<file path="src/rtl/spi_shift_register.sv">
// spi_shift_register
// Serial data path of the APB SPI master. Loads a parallel TX word and drives
// mosi on the shift strobe. Samples miso on the sample strobe. The baud
// generator supplies both strobes as flag_high/flag_low, and cpol/cpha pick
// which flag plays which role. The received word is returned on data_miso
// with a one-cycle receive_data pulse.
// Optional build macro: SPI_SHIFT_LOOPBACK_EN. When it is defined, the internal
// mosi register is sampled in place of the miso port.
module spi_shift_register #(
    parameter int DATA_WIDTH = 8
) (
    input  logic                  PCLK,
    input  logic                  PRESET,
    input  logic                  ss,
    input  logic                  send_data,
    input  logic [DATA_WIDTH-1:0] data_mosi,
    input  logic                  lsbfe,
    input  logic                  cpol,
    input  logic                  cpha,
    input  logic                  flag_high,
    input  logic                  flag_low,
    input  logic                  miso,
    output logic                  mosi,
    output logic [DATA_WIDTH-1:0] data_miso,
    output logic                  busy,
    output logic                  receive_data
);

    localparam int                CNT_W    = $clog2(DATA_WIDTH) + 1;
    localparam logic [CNT_W-1:0]  CNT_ONE  = CNT_W'(1);
    localparam logic [CNT_W-1:0]  LAST_BIT = CNT_W'(DATA_WIDTH - 1);
    localparam logic [CNT_W-1:0]  FULL_CNT = CNT_W'(DATA_WIDTH);

    typedef enum logic [1:0] {
        ST_IDLE,
        ST_XFER,
        ST_DONE
    } state_t;

    state_t                r_state;
    state_t                w_next_state;

    logic [DATA_WIDTH-1:0] r_tx;
    logic [DATA_WIDTH-1:0] r_rx;
    logic [CNT_W-1:0]      r_bit_cnt;
    logic                  r_lsbfe;
    logic                  r_cpol;
    logic                  r_cpha;
    logic                  r_mosi;
    logic [DATA_WIDTH-1:0] r_data_miso;
    logic                  r_receive_data;

    logic                  w_start;
    logic                  w_sample;
    logic                  w_shift;
    logic                  w_shift_ok;
    logic                  w_miso_in;
    logic                  w_first_bit;
    logic [DATA_WIDTH-1:0] w_rx_next;

`ifdef SPI_SHIFT_LOOPBACK_EN
    // The transmitted bit is looped straight back, so a transfer returns its own TX word.
    assign w_miso_in = r_mosi;
`else
    assign w_miso_in = miso;
`endif

    assign w_start     = send_data && !ss;
    assign w_first_bit = lsbfe ? data_mosi[0] : data_mosi[DATA_WIDTH-1];

    // Modes 0 and 3 sample on the rising sclk edge. Modes 1 and 2 sample on the falling edge.
    assign w_sample = (r_cpol == r_cpha) ? flag_high : flag_low;
    assign w_shift  = (r_cpol == r_cpha) ? flag_low  : flag_high;

    // The first bit is already on mosi at load time, so a leading shift edge (cpha=1) is skipped.
    assign w_shift_ok = w_shift && (r_bit_cnt != '0) && (r_bit_cnt < FULL_CNT);

    // The received word fills from the end opposite to the one the first bit should land in.
    assign w_rx_next = r_lsbfe ? {w_miso_in, r_rx[DATA_WIDTH-1:1]}
                               : {r_rx[DATA_WIDTH-2:0], w_miso_in};

    // State register.
    always_ff @(posedge PCLK) begin
        // NOTE: sequential logic uses non-blocking '<=' so every register sees pre-edge values.
        if (PRESET) begin
            r_state <= ST_IDLE;
        end else begin
            r_state <= w_next_state;
        end
    end

    // Next-state logic. An abort (ss high) takes priority over a sample strobe.
    always_comb begin
        // NOTE: the default is assigned first, so no path leaves w_next_state unassigned and no latch forms.
        w_next_state = r_state;
        case (r_state)
            ST_IDLE: begin
                if (w_start) begin
                    w_next_state = ST_XFER;
                end
            end
            ST_XFER: begin
                if (ss) begin
                    w_next_state = ST_IDLE;
                end else if (w_sample && (r_bit_cnt == LAST_BIT)) begin
                    w_next_state = ST_DONE;
                end
            end
            ST_DONE: begin
                w_next_state = ST_IDLE;
            end
            default: begin
                w_next_state = ST_IDLE;
            end
        endcase
    end

    // Datapath: load on start, sample/shift on strobes, publish the word in DONE.
    always_ff @(posedge PCLK) begin
        if (PRESET) begin
            r_tx           <= '0;
            r_rx           <= '0;
            r_bit_cnt      <= '0;
            r_lsbfe        <= 1'b0;
            r_cpol         <= 1'b0;
            r_cpha         <= 1'b0;
            r_mosi         <= 1'b0;
            r_data_miso    <= '0;
            r_receive_data <= 1'b0;
        end else begin
            r_receive_data <= 1'b0;
            case (r_state)
                ST_IDLE: begin
                    r_mosi    <= 1'b0;
                    r_bit_cnt <= '0;
                    if (w_start) begin
                        r_tx    <= data_mosi;
                        r_rx    <= '0;
                        r_lsbfe <= lsbfe;
                        r_cpol  <= cpol;
                        r_cpha  <= cpha;
                        r_mosi  <= w_first_bit;
                    end
                end
                ST_XFER: begin
                    if (ss) begin
                        r_mosi    <= 1'b0;
                        r_bit_cnt <= '0;
                    end else if (w_sample) begin
                        r_rx      <= w_rx_next;
                        r_bit_cnt <= r_bit_cnt + CNT_ONE;
                    end else if (w_shift_ok) begin
                        if (r_lsbfe) begin
                            r_tx   <= r_tx >> 1;
                            r_mosi <= r_tx[1];
                        end else begin
                            r_tx   <= r_tx << 1;
                            r_mosi <= r_tx[DATA_WIDTH-2];
                        end
                    end
                end
                ST_DONE: begin
                    r_data_miso    <= r_rx;
                    r_receive_data <= 1'b1;
                    r_mosi         <= 1'b0;
                    r_bit_cnt      <= '0;
                end
                default: begin
                    r_mosi <= 1'b0;
                end
            endcase
        end
    end

    assign mosi         = r_mosi;
    assign data_miso    = r_data_miso;
    assign busy         = (r_state == ST_XFER);
    assign receive_data = r_receive_data;

endmodule

</file>
<file path="config.mk">
export PLATFORM = sky130hd
export DESIGN_NAME = spi_shift_register
export DESIGN_NICKNAME = d
export VERILOG_FILES = /design/src/rtl/spi_shift_register.sv
export SDC_FILE = /design/constraint.sdc
export NUM_CORES = 1
export LEC_CHECK = 0
export CORE_MARGIN = 1
export CORE_UTILIZATION = 60
export CTS_CLUSTER_DIAMETER = 40
export CTS_CLUSTER_SIZE = 16
export DETAILED_ROUTE_END_ITERATION = 12
export DONT_BUFFER_PORTS = 1
export GPL_TIMING_DRIVEN = 0
export HOLD_SLACK_MARGIN = 0.08
export PLACE_DENSITY = 0.76
export SYNTH_ARGS = -nofsm -noshare
export SYNTH_HDL_FRONTEND = slang
export SYNTH_SLANG_ARGS = --single-unit
</file>
<file path="constraint.sdc">
create_clock -name PCLK -period 1.8 [get_ports PCLK]
set_clock_uncertainty 0.1 [all_clocks]
set_input_delay 0.36 -clock PCLK [delete_from_list [all_inputs] [get_ports PCLK]]
set_output_delay 0.36 -clock PCLK [all_outputs]
set_load 0.02 [all_outputs]
</file>
### Word level (Yosys, flattened, before mapping)

Cells that the tools add are included.

| word-level totals | value |
|---|---|
| output and inout bits | 11 |
| input port bits | 18 |
| word-level logic and storage cells | 69 |
| flip-flop bits (word level) | 35 |

| operators by class | value |
|---|---|
| reductions and logical operators | 16 |
| $add $sub $neg | 1 |
| multiplexer cells | 28 |
| $lt $le $gt $ge | 1 |
| equality and inequality tests | 13 |

Operators with widths:

| cell | count |
|---|---|
| 8-bit 2-to-1 mux | 9 |
| 8-bit case mux with 2 select lines | 2 |
| 1-bit 2-to-1 mux | 9 |
| 3-bit by 2-bit != test with 1-bit output (second input constant) | 3 |
| 4-bit 2-to-1 mux | 2 |
| 4-bit case mux with 2 select lines | 1 |
| 2-bit AND reduction | 4 |
| 2-bit 2-to-1 mux | 3 |
| 2-bit != test (second input constant) | 3 |
| 5-bit AND reduction | 1 |
| 4-bit by 1-bit adder with 4-bit output (second input constant) | 1 |
| 4-bit by 3-bit equality test with 1-bit output (second input constant) | 1 |
| 1-bit logical AND | 4 |
| 4-bit < comparator (second input constant) | 1 |
| 2-bit by 1-bit != test with 1-bit output (second input constant) | 2 |
| 2-bit case mux with 2 select lines | 1 |
| 4-bit AND reduction | 1 |
| 2-bit nonzero test | 2 |
| 4-bit nonzero test | 1 |
| 3-bit != test (second input constant) | 1 |
| 2-bit by 1-bit equality test with 1-bit output (second input constant) | 1 |
| 2-bit equality test (second input constant) | 1 |
| 2-bit zero test | 1 |
| 1-bit case mux with 2 select lines | 1 |
| 3 further kinds | 3 |

### Longest topological paths before layout

Gate-level depths: netlist of run 1.

| depth | value |
|---|---|
| depth after elaboration | 8 |
| depth in mapped cells | 6 |

### Least setup slack after synthesis of run 1

OpenSTA, ideal clock, no wires.

| timing | value |
|---|---|
| path type | register to register |
| start | reg r_cpha |
| end | reg r_tx[0] |
| path slack | 132 ps |
| stages on the path, launching flop included | 5 |
| clock period less this slack | 1668 ps |
| setup time | 121 ps |
| arrival | 1447 ps |
| buffers on the path | 0 |
| cell sequence | dfxtp_1 > xor2_2 > mux2i_1 > a31oi_2 > mux2_2 |

| on the way | value |
|---|---|
| longest elaborated chain between the ends | 6 |
| elaborated cells between the ends (all ways) | 8 |
| classes of those cells | eq/ne (3); mux (2); reduce/logical (3) |

Ends and longest elaborated chain:

| item | RTL line | text |
|---|---|---|
| from (decl) | 48 | `logic r_cpha;` |
| from (signal assigned) | 141 | `r_cpha <= cpha;` |
| 1-bit equality test * | 72, 73 |  |
| 1-bit 2-to-1 mux | 73 | `assign w_shift = (r_cpol == r_cpha) ? flag_low : flag_high;` |
| 1-bit logical AND (2 in series) | 76 | `assign w_shift_ok = w_shift && (r_bit_cnt != '0) && (r_bit_cnt < FULL_CNT);` |
| 2-bit by 1-bit != test with 1-bit output (no source line) | - |  |
| 5-bit AND reduction (no source line) * | - |  |
| to (signal assigned) | 137 | `r_tx <= data_mosi;` |
| to (signal assigned) | 154 | `r_tx <= r_tx >> 1;` |
| to (signal assigned) | 157 | `r_tx <= r_tx << 1;` |
| to (decl) | 43 | `logic [DATA_WIDTH-1:0] r_tx;` |

Mark *: on every way between the ends. The rest lies on a longest branch, timed or not.
A chain may end at the register's enable or synchronous reset.

### Worst setup path in the final report of run 1

| timing | value |
|---|---|
| start | reg r_cpol |
| end | reg r_rx[0] |

| on the way | value |
|---|---|
| longest elaborated chain between the ends | 4 |

Ends and longest elaborated chain:

| item | RTL line | text |
|---|---|---|
| from (decl) | 47 | `logic r_cpol;` |
| from (signal assigned) | 140 | `r_cpol <= cpol;` |
| 1-bit equality test | 72 | `assign w_sample = (r_cpol == r_cpha) ? flag_high : flag_low;` |
| 1-bit 2-to-1 mux | 72 |  |
| 2-bit by 1-bit != test with 1-bit output (no source line) | - |  |
| 4-bit AND reduction (no source line) | - |  |
| to (signal assigned) | 150 | `r_rx <= w_rx_next;` |
| to (decl) | 44 | `logic [DATA_WIDTH-1:0] r_rx;` |

No other way between the ends.

==> results.py, run 1 <==
metrics = {
    "logic_synthesis": {
        "synth_area_leaders": "dfxtp_1 (40%), mux2i_1 (15%), nand2_1 (13%)",
        "seq_area_frac_synth_pct": 39.7,
        "number_of_flops_mapped_to_enable_cells_by_yosys": 0,
        "ys_ff_latch": 35,
        "netlist.top_cell.by_area": "dfxtp_1",
        "post-synth-top-area-fraction_pct": 39.7,
        "syn-instance-count": 206,
        "syn-mean-instance-area_um2": 8.57,
        "yosys.cell_count.top_type": "nand2_1",
        "synth_top_family_by_area": "multiplexers",
        "synth_compound_gate_area_share_pct": 12.5,
        "synthArstFlopShare_pct": 0,
        "synthesis.area_mm2": 0.00177,
        "synth.distinct_cells": 30,
        "synthesis.yosys.warnings": 0,
        "postSynthNetCount": 226,
        "synth_ff_type": "dfxtp_1",
        "yosys.area_share.xor_xnor_pct": 0.921,
        "synthMuxAreaShare_pct": 21.7,
        "synth_simple_gate_area_share_pct": 19.6,
        "synth_fa_ha_area_share_pct": 1.42,
        "synth_common_cells": "nand2_1 (59), dfxtp_1 (35), mux2i_1 (27)",
    },
    "timing": {
        "worst_slew_margin_rel_pct": 62.5,
        "timing.final.hold_violations": 0,
        "setup_viol": 0,
        "setup_tns_ps": 0,
        "worstMarginPinSlew_ps": 561,
        "final_min_period_over_clock_period_pct": 97.1,
        "highest_clock_rate_mhz": 572,
        "slew_viol_final": 0,
        "final_period_minus_worst_setup_slack_ps": 1750,
        "setup_repair_after_global_routing_missed_its_margin": "no",
    },
    "global_route": {
        "grt.overflow.total": 0,
        "largest_net_degree_at_the_start_of_global_routing": 12,
        "grt_pass1_vias": 1494,
        "grtUsageTotal_pct": 26.4,
        "global_route_wire_length_before_repair_um": 6510,
        "grt_antenna_before_repair": 0,
    },
    "pwr": {
        "totalPowerFinal_uw": 1410,
        "leakage_uw": 0.000773,
        "max-vdd-ir-drop_uv": 650,
        "power_density_over_the_cells_mw_per_mm2": 711,
    },
    "floorplanning": {
        "die_height_um": 56.2,
        "die_area_mm2": 0.00316,
        "floorplan.initialDensity_pct": 63.5,
        "floorplan.io_pins": 29,
        "design.core.area_mm2": 0.00278,
        "die_x_um": 56.2,
        "std_cell_rows": 19,
    },
    "worst_setup_path": {
        "path_class": "flip-flop to flip-flop",
        "timing.critical_path.from_type": "flip-flop",
        "critical_path.endpoint_type": "flip-flop",
        "crit_path_max_fanout": 8,
        "signal_arrival_time_at_the_worst_endpoint_ps": 1920,
        "cp_data_required_time_ps": 1970,
    },
    "route": {
        "drt_iter0_markers": 58,
        "detail_route.drc_violations": 0,
        "vias_per_cell": 6.04,
        "finalWirelength_um": 3940,
        "wire_per_inst_um": 15.7,
        "num_vias": 1517,
        "antenna_left": 0,
        "firstDrtPassIters": 4,
    },
    "final_layout": {
        "combined_area_of_the_multi_input_logic_cells_mm2": 0.00105,
        "final_net_count": 239,
        "area_growth_syn_to_layout_pct": 12.7,
        "postLayoutCoreUtil_pct": 71.5,
        "layout_filler_cell_count": 205,
        "stdcell_count": 251,
        "register_area_um2": 703,
        "drive_gt1_share_pct": 16.4,
        "antennaDiodeCount": 0,
        "final_design_area_no_fill_mm2": 0.00199,
    },
    "clock_tree": {
        "max-clock-path-buffers": 2,
        "clock_tree_from_tritoncts": "built",
        "clk_root_buffer_cell": "clkbuf_4",
        "h_tree_lvls": 2,
        "clock_sink_total": 35,
        "clk_latency_ps": 350,
        "worst_path_clk_slew_ps": 110,
        "numCtsBuffers": 5,
    },
    "place": {
        "portBuffers": 0,
        "dpl-instance-area_mm2": 0.00180,
        "dp.final_hpwl_um": 2640,
        "gp_congestion": 0.812,
        "dpl.cell_count": 237,
    },
    "hold_path": {
        "hp-class": "input port to flip-flop",
    },
    "run_status": {
        "status": "complete, no violations",
    },
    "job": {
        "cap_viol_max_count": 0,
    },
}
## state kept, by name, indices dropped and copies added, names as in the netlist
name          cells
r_rx              8
r_cpol            1
receive_data      1
mosi              1
r_bit_cnt         4
r_lsbfe           1
r_tx              8
data_miso         8
r_cpha            1
r_state           2
## placed cells by master, fill, tap and decap left out, types with 2 or more instances in the layout
cell           synthesis  layout
mux2i_1               27      25
a21oi_1               18      17
o211ai_1               6       6
clkbuf_1               9       7
clkinv_2               0       3
ha_1                   2       2
dfxtp_1               35      33
dlygate4sd3_1          0       3
nand2b_1               6       5
inv_1                  6       5
nor2_1                 4       4
nand3_1                2       2
nor2b_1                3       3
buf_4                  0       4
nand2_1               59      59
mux2i_4                0       2
clkbuf_4               0       5
mux2_2                10      10
o211a_1                2       2
or3_1                  2       2
dfxtp_2                0       2
## worst max-delay path, stage by stage (launching register included)
cell and delay [ps]:
dfxtp_1 440, xor2_4 250, mux2i_4 90, a2111o_1 430
buf_6 160, mux2i_1 190
## metrics by stage
step,worst slack [ps],hold slack [ps]
2_1_floorplan,132,342
6_report,52.5,112
3_3_place_gp,-113,366
5_1_grt,3.04,114
3_5_place_dp,-145,377
4_1_cts,-45.5,112
## layer usage
layer	routed length (um)	track usage, %
met2	1990	43.5
met1	1610	30.4
met4	126	12.5
met5	0	0
met3	215	9.30
## cell families after synthesis
| family | Yosys count |
|---|---|
| buffers and inverters | 17 |
| adders and majority gates | 2 |
| muxes | 37 |
| xor gates and xnor gates | 1 |
| DFF | 35 |
| AOI/OAI and AO/OA | 34 |
| and+or+nand+nor | 80 |
## path summary, 6_finish.rpt
path	start	end	slack, ps	cells past startpoint
max	r_cpol$_SDFFE_PP0P_	r_rx[0]$_SDFFE_PP0P_	50	5
min	ss	r_lsbfe$_SDFFE_PP0P_	110	3
max reg2reg	r_cpol$_SDFFE_PP0P_	r_rx[0]$_SDFFE_PP0P_	50	5
min reg2reg	r_rx[7]$_SDFFE_PP0P_	data_miso[7]$_SDFFE_PP0P_	390	2
## final cells by class
| class | instances | share of cell area, % |
|---|---|---|
| well taps | 31 | 1.95 |
| flip-flops and latches | 35 | 35.3 |
| clock inverters | 3 | 0.755 |
| inverters | 6 | 1.26 |
| clock buffers | 5 | 1.89 |
| multi-input cells | 154 | 53.0 |
| repair buffers | 7 | 3.02 |
| plain buffers | 10 | 2.83 |
## power breakdown
part | internal (uW) | switching [uW] | total, uW
Sequential | 791 | 21.8 | 813
Clock | 145 | 283 | 428
Combinational | 83.4 | 89.2 | 173
Total | 1020 | 394 | 1410
## timing repair
action                     CTS  global route
setup buffers                0             4
setup endpoints to repair   18            18
resized for setup           11             6
pin swaps                    0             1
hold endpoints to repair     3             0
hold buffers                 3             0
cloned                       0             0
No activity file was read; power rests on OpenSTA's default activity.
==> run 2, diff against run 1 <==
--- a/config.mk
+++ b/config.mk
@@ -6,14 +6,15 @@
 export NUM_CORES = 1
 export LEC_CHECK = 0
 export CORE_MARGIN = 1
-export CORE_UTILIZATION = 60
+export CORE_UTILIZATION = 56
 export CTS_CLUSTER_DIAMETER = 40
 export CTS_CLUSTER_SIZE = 16
 export DETAILED_ROUTE_END_ITERATION = 12
 export DONT_BUFFER_PORTS = 1
 export GPL_TIMING_DRIVEN = 0
 export HOLD_SLACK_MARGIN = 0.08
-export PLACE_DENSITY = 0.76
+export PLACE_DENSITY = 0.74
+export SLEW_MARGIN = 0
 export SYNTH_ARGS = -nofsm -noshare
 export SYNTH_HDL_FRONTEND = slang
 export SYNTH_SLANG_ARGS = --single-unit
==> constraint.sdc (replaced) <==
create_clock -name PCLK -period 1.5 [get_ports PCLK]
set_clock_uncertainty 0.1 [all_clocks]
set_input_delay 0.3 -clock PCLK [delete_from_list [all_inputs] [get_ports PCLK]]
set_output_delay 0.3 -clock PCLK [all_outputs]
set_load 0.02 [all_outputs]
==> run 2 against run 1 <==
  * The flow now finishes with violations (setup timing)
  * Critical path depth unchanged
  * Global-route usage down 3.1 points
  * Largest power group unchanged
  * Largest cell class unchanged
  * Non-clock buffer count increased by 5
  * Sequential share of layout area down 2.0 points
  * Wire length is 3.4% higher
  * First-iteration DRC count is the same
  * Flip-flop and latch count stayed put
  * Count of clock-buffer cells in the layout up 1
  * Fmax increased by 5.2%
  * Total power is 23% higher
  * Clock power increased by 23%
  * Register-to-register slack lost 210 ps
==> results.py, run 2 (same netlist as run 1, synthesis figures left out) <==
metrics = {
    "timing": {
        "slew_viol_final": 0,
        "highest_clock_rate_mhz": 602,
        "worstMarginPinSlew_ps": 537,
        "worst_slew_margin_rel_pct": 64.2,
        "final_period_minus_worst_setup_slack_ps": 1660,
        "timing.final.hold_violations": 0,
        "final_min_period_over_clock_period_pct": 111,
        "setup_repair_after_global_routing_missed_its_margin": "yes",
        "fin_ws_ps": -161,
        "setup_tns_ps": -2230,
        "setup_viol": 22,
    },
    "global_route": {
        "grtUsageTotal_pct": 23.3,
        "globalRouteMet2Util_pct": 41.4,
        "grt_antenna_before_repair": 0,
        "largest_net_degree_at_the_start_of_global_routing": 11,
        "grtUsageMet3_pct": 8.04,
        "global_route.peak_usage_layer": "met2",
        "grt_pass1_vias": 1394,
        "global_route_wire_length_before_repair_um": 6020,
        "grt.overflow.total": 0,
        "met1_usage_pct": 25.9,
    },
    "route": {
        "vias_per_cell": 5.75,
        "antenna_left": 0,
        "wire_per_inst_um": 15.2,
        "num_vias": 1541,
        "detail_route.drc_violations": 0,
        "firstDrtPassIters": 4,
        "drt_iter0_markers": 58,
        "finalWirelength_um": 4070,
    },
    "place": {
        "dpl.cell_count": 250,
        "portBuffers": 0,
        "gp_congestion": 0.826,
        "dp.final_hpwl_um": 2560,
    },
    "final_layout": {
        "final_net_count": 244,
        "final_common_cell": "nand2_1",
        "area_growth_syn_to_layout_pct": 21.7,
        "drive_gt1_share_pct": 21.9,
        "antennaDiodeCount": 0,
        "most-common-layout-cells": "nand2_1 (59), dfxtp_1 (31), mux2i_1 (25)",
        "stdcell_count": 268,
    },
    "floorplanning": {
        "design.core.area_mm2": 0.00303,
        "die_x_um": 58.1,
        "std_cell_rows": 20,
        "floorplan.io_pins": 29,
        "die_height_um": 58.1,
        "floorplan.initialDensity_pct": 58.3,
        "die_area_mm2": 0.00338,
    },
    "worst_setup_path": {
        "crit_path_max_fanout": 8,
        "signal_arrival_time_at_the_worst_endpoint_ps": 1790,
        "cp_data_required_time_ps": 1630,
        "path_class": "flip-flop to flip-flop",
        "timing.critical_path.from_type": "flip-flop",
        "critical_path.endpoint_type": "flip-flop",
        "rrSetupSlack_ps": -160,
    },
    "run_status": {
        "status": "finished with violations",
        "violations": "setup timing",
    },
    "pwr": {
        "leakage_uw": 0.000829,
        "power_density_over_the_cells_mw_per_mm2": 807,
        "max-vdd-ir-drop_uv": 554,
    },
    "clock_tree": {
        "worst_path_clk_slew_ps": 100,
        "clock_tree_from_tritoncts": "built",
        "h_tree_lvls": 2,
        "clk_latency_ps": 350,
        "max-clock-path-buffers": 2,
        "clk_root_buffer_cell": "clkbuf_4",
        "numCtsBuffers": 5,
        "clock_sink_total": 35,
    },
    "job": {
        "cap_viol_max_count": 0,
    },
    "hold_path": {
        "hp-class": "input port to flip-flop",
    },
}
[run 2: worst max-delay path: stages, from the launching register on]
cell	delay [ps]
dfxtp_4	380
xor2_4	210
mux2i_4	200
a2111o_1	390
buf_6	160
mux2i_1	120
[run 2: repair_timing]
item	CTS	global route
hold endpoints to repair	4	0
setup buffers	4	4
resized for setup	17	18
pin swaps	2	6
hold buffers	4	0
endpoints found under the setup margin	32	29
[run 2: final timing paths]
| path | from | end | cells after the start |
|---|---|---|---|
| max | r_cpol$_SDFFE_PP0P_ | r_rx[3]$_SDFFE_PP0P_ | 5 |
| min reg2reg | r_rx[7]$_SDFFE_PP0P_ | data_miso[7]$_SDFFE_PP0P_ | 2 |
| min | data_mosi[3] | r_tx[3]$_SDFFE_PP0P_ | 2 |
| max reg2reg | r_cpol$_SDFFE_PP0P_ | r_rx[3]$_SDFFE_PP0P_ | 5 |
[run 2: report_power, final]
part	switching (uW)	internal (uW)	total, uW
clock network	310	217	527
logic	122	118	240
registers	22.8	945	967
[run 2: cell type report]
class / instances / area, um^2
clock buffer: 6 / 51.3
tap: 44 / 55.1
timing repair buffer: 12 / 111
multi-input combinational: 154 / 1100
clock inverter: 1 / 5.00
sequential: 35 / 716
fill: 227 / 880
inverter: 6 / 27.5
buffer: 10 / 78.8
[run 2: stage by stage]
| stage | util [%] | power (uW) | hold slack, ps | setup WS, ps | instance area, um^2 |
|---|---|---|---|---|---|
| 2_1_floorplan | - | 1130 | 328 | -86.1 | 1800 |
| 5_1_grt | 71.0 | 1800 | 89.2 | -216 | 2150 |
| 4_1_cts | 67.9 | 1720 | 80.5 | -154 | 2060 |
| 3_5_place_dp | 61.2 | 1170 | 340 | -274 | 1850 |
| 3_3_place_gp | 61.2 | 1160 | 334 | -206 | 1850 |
| 6_report | 71.0 | 1730 | 74.0 | -161 | 2150 |
[run 2: per-layer routing]
metal	vias up	wire, um
li1	742	-
met1	730	1630
met2	56	2080
met3	13	294
met4	0	63
met5	-	0
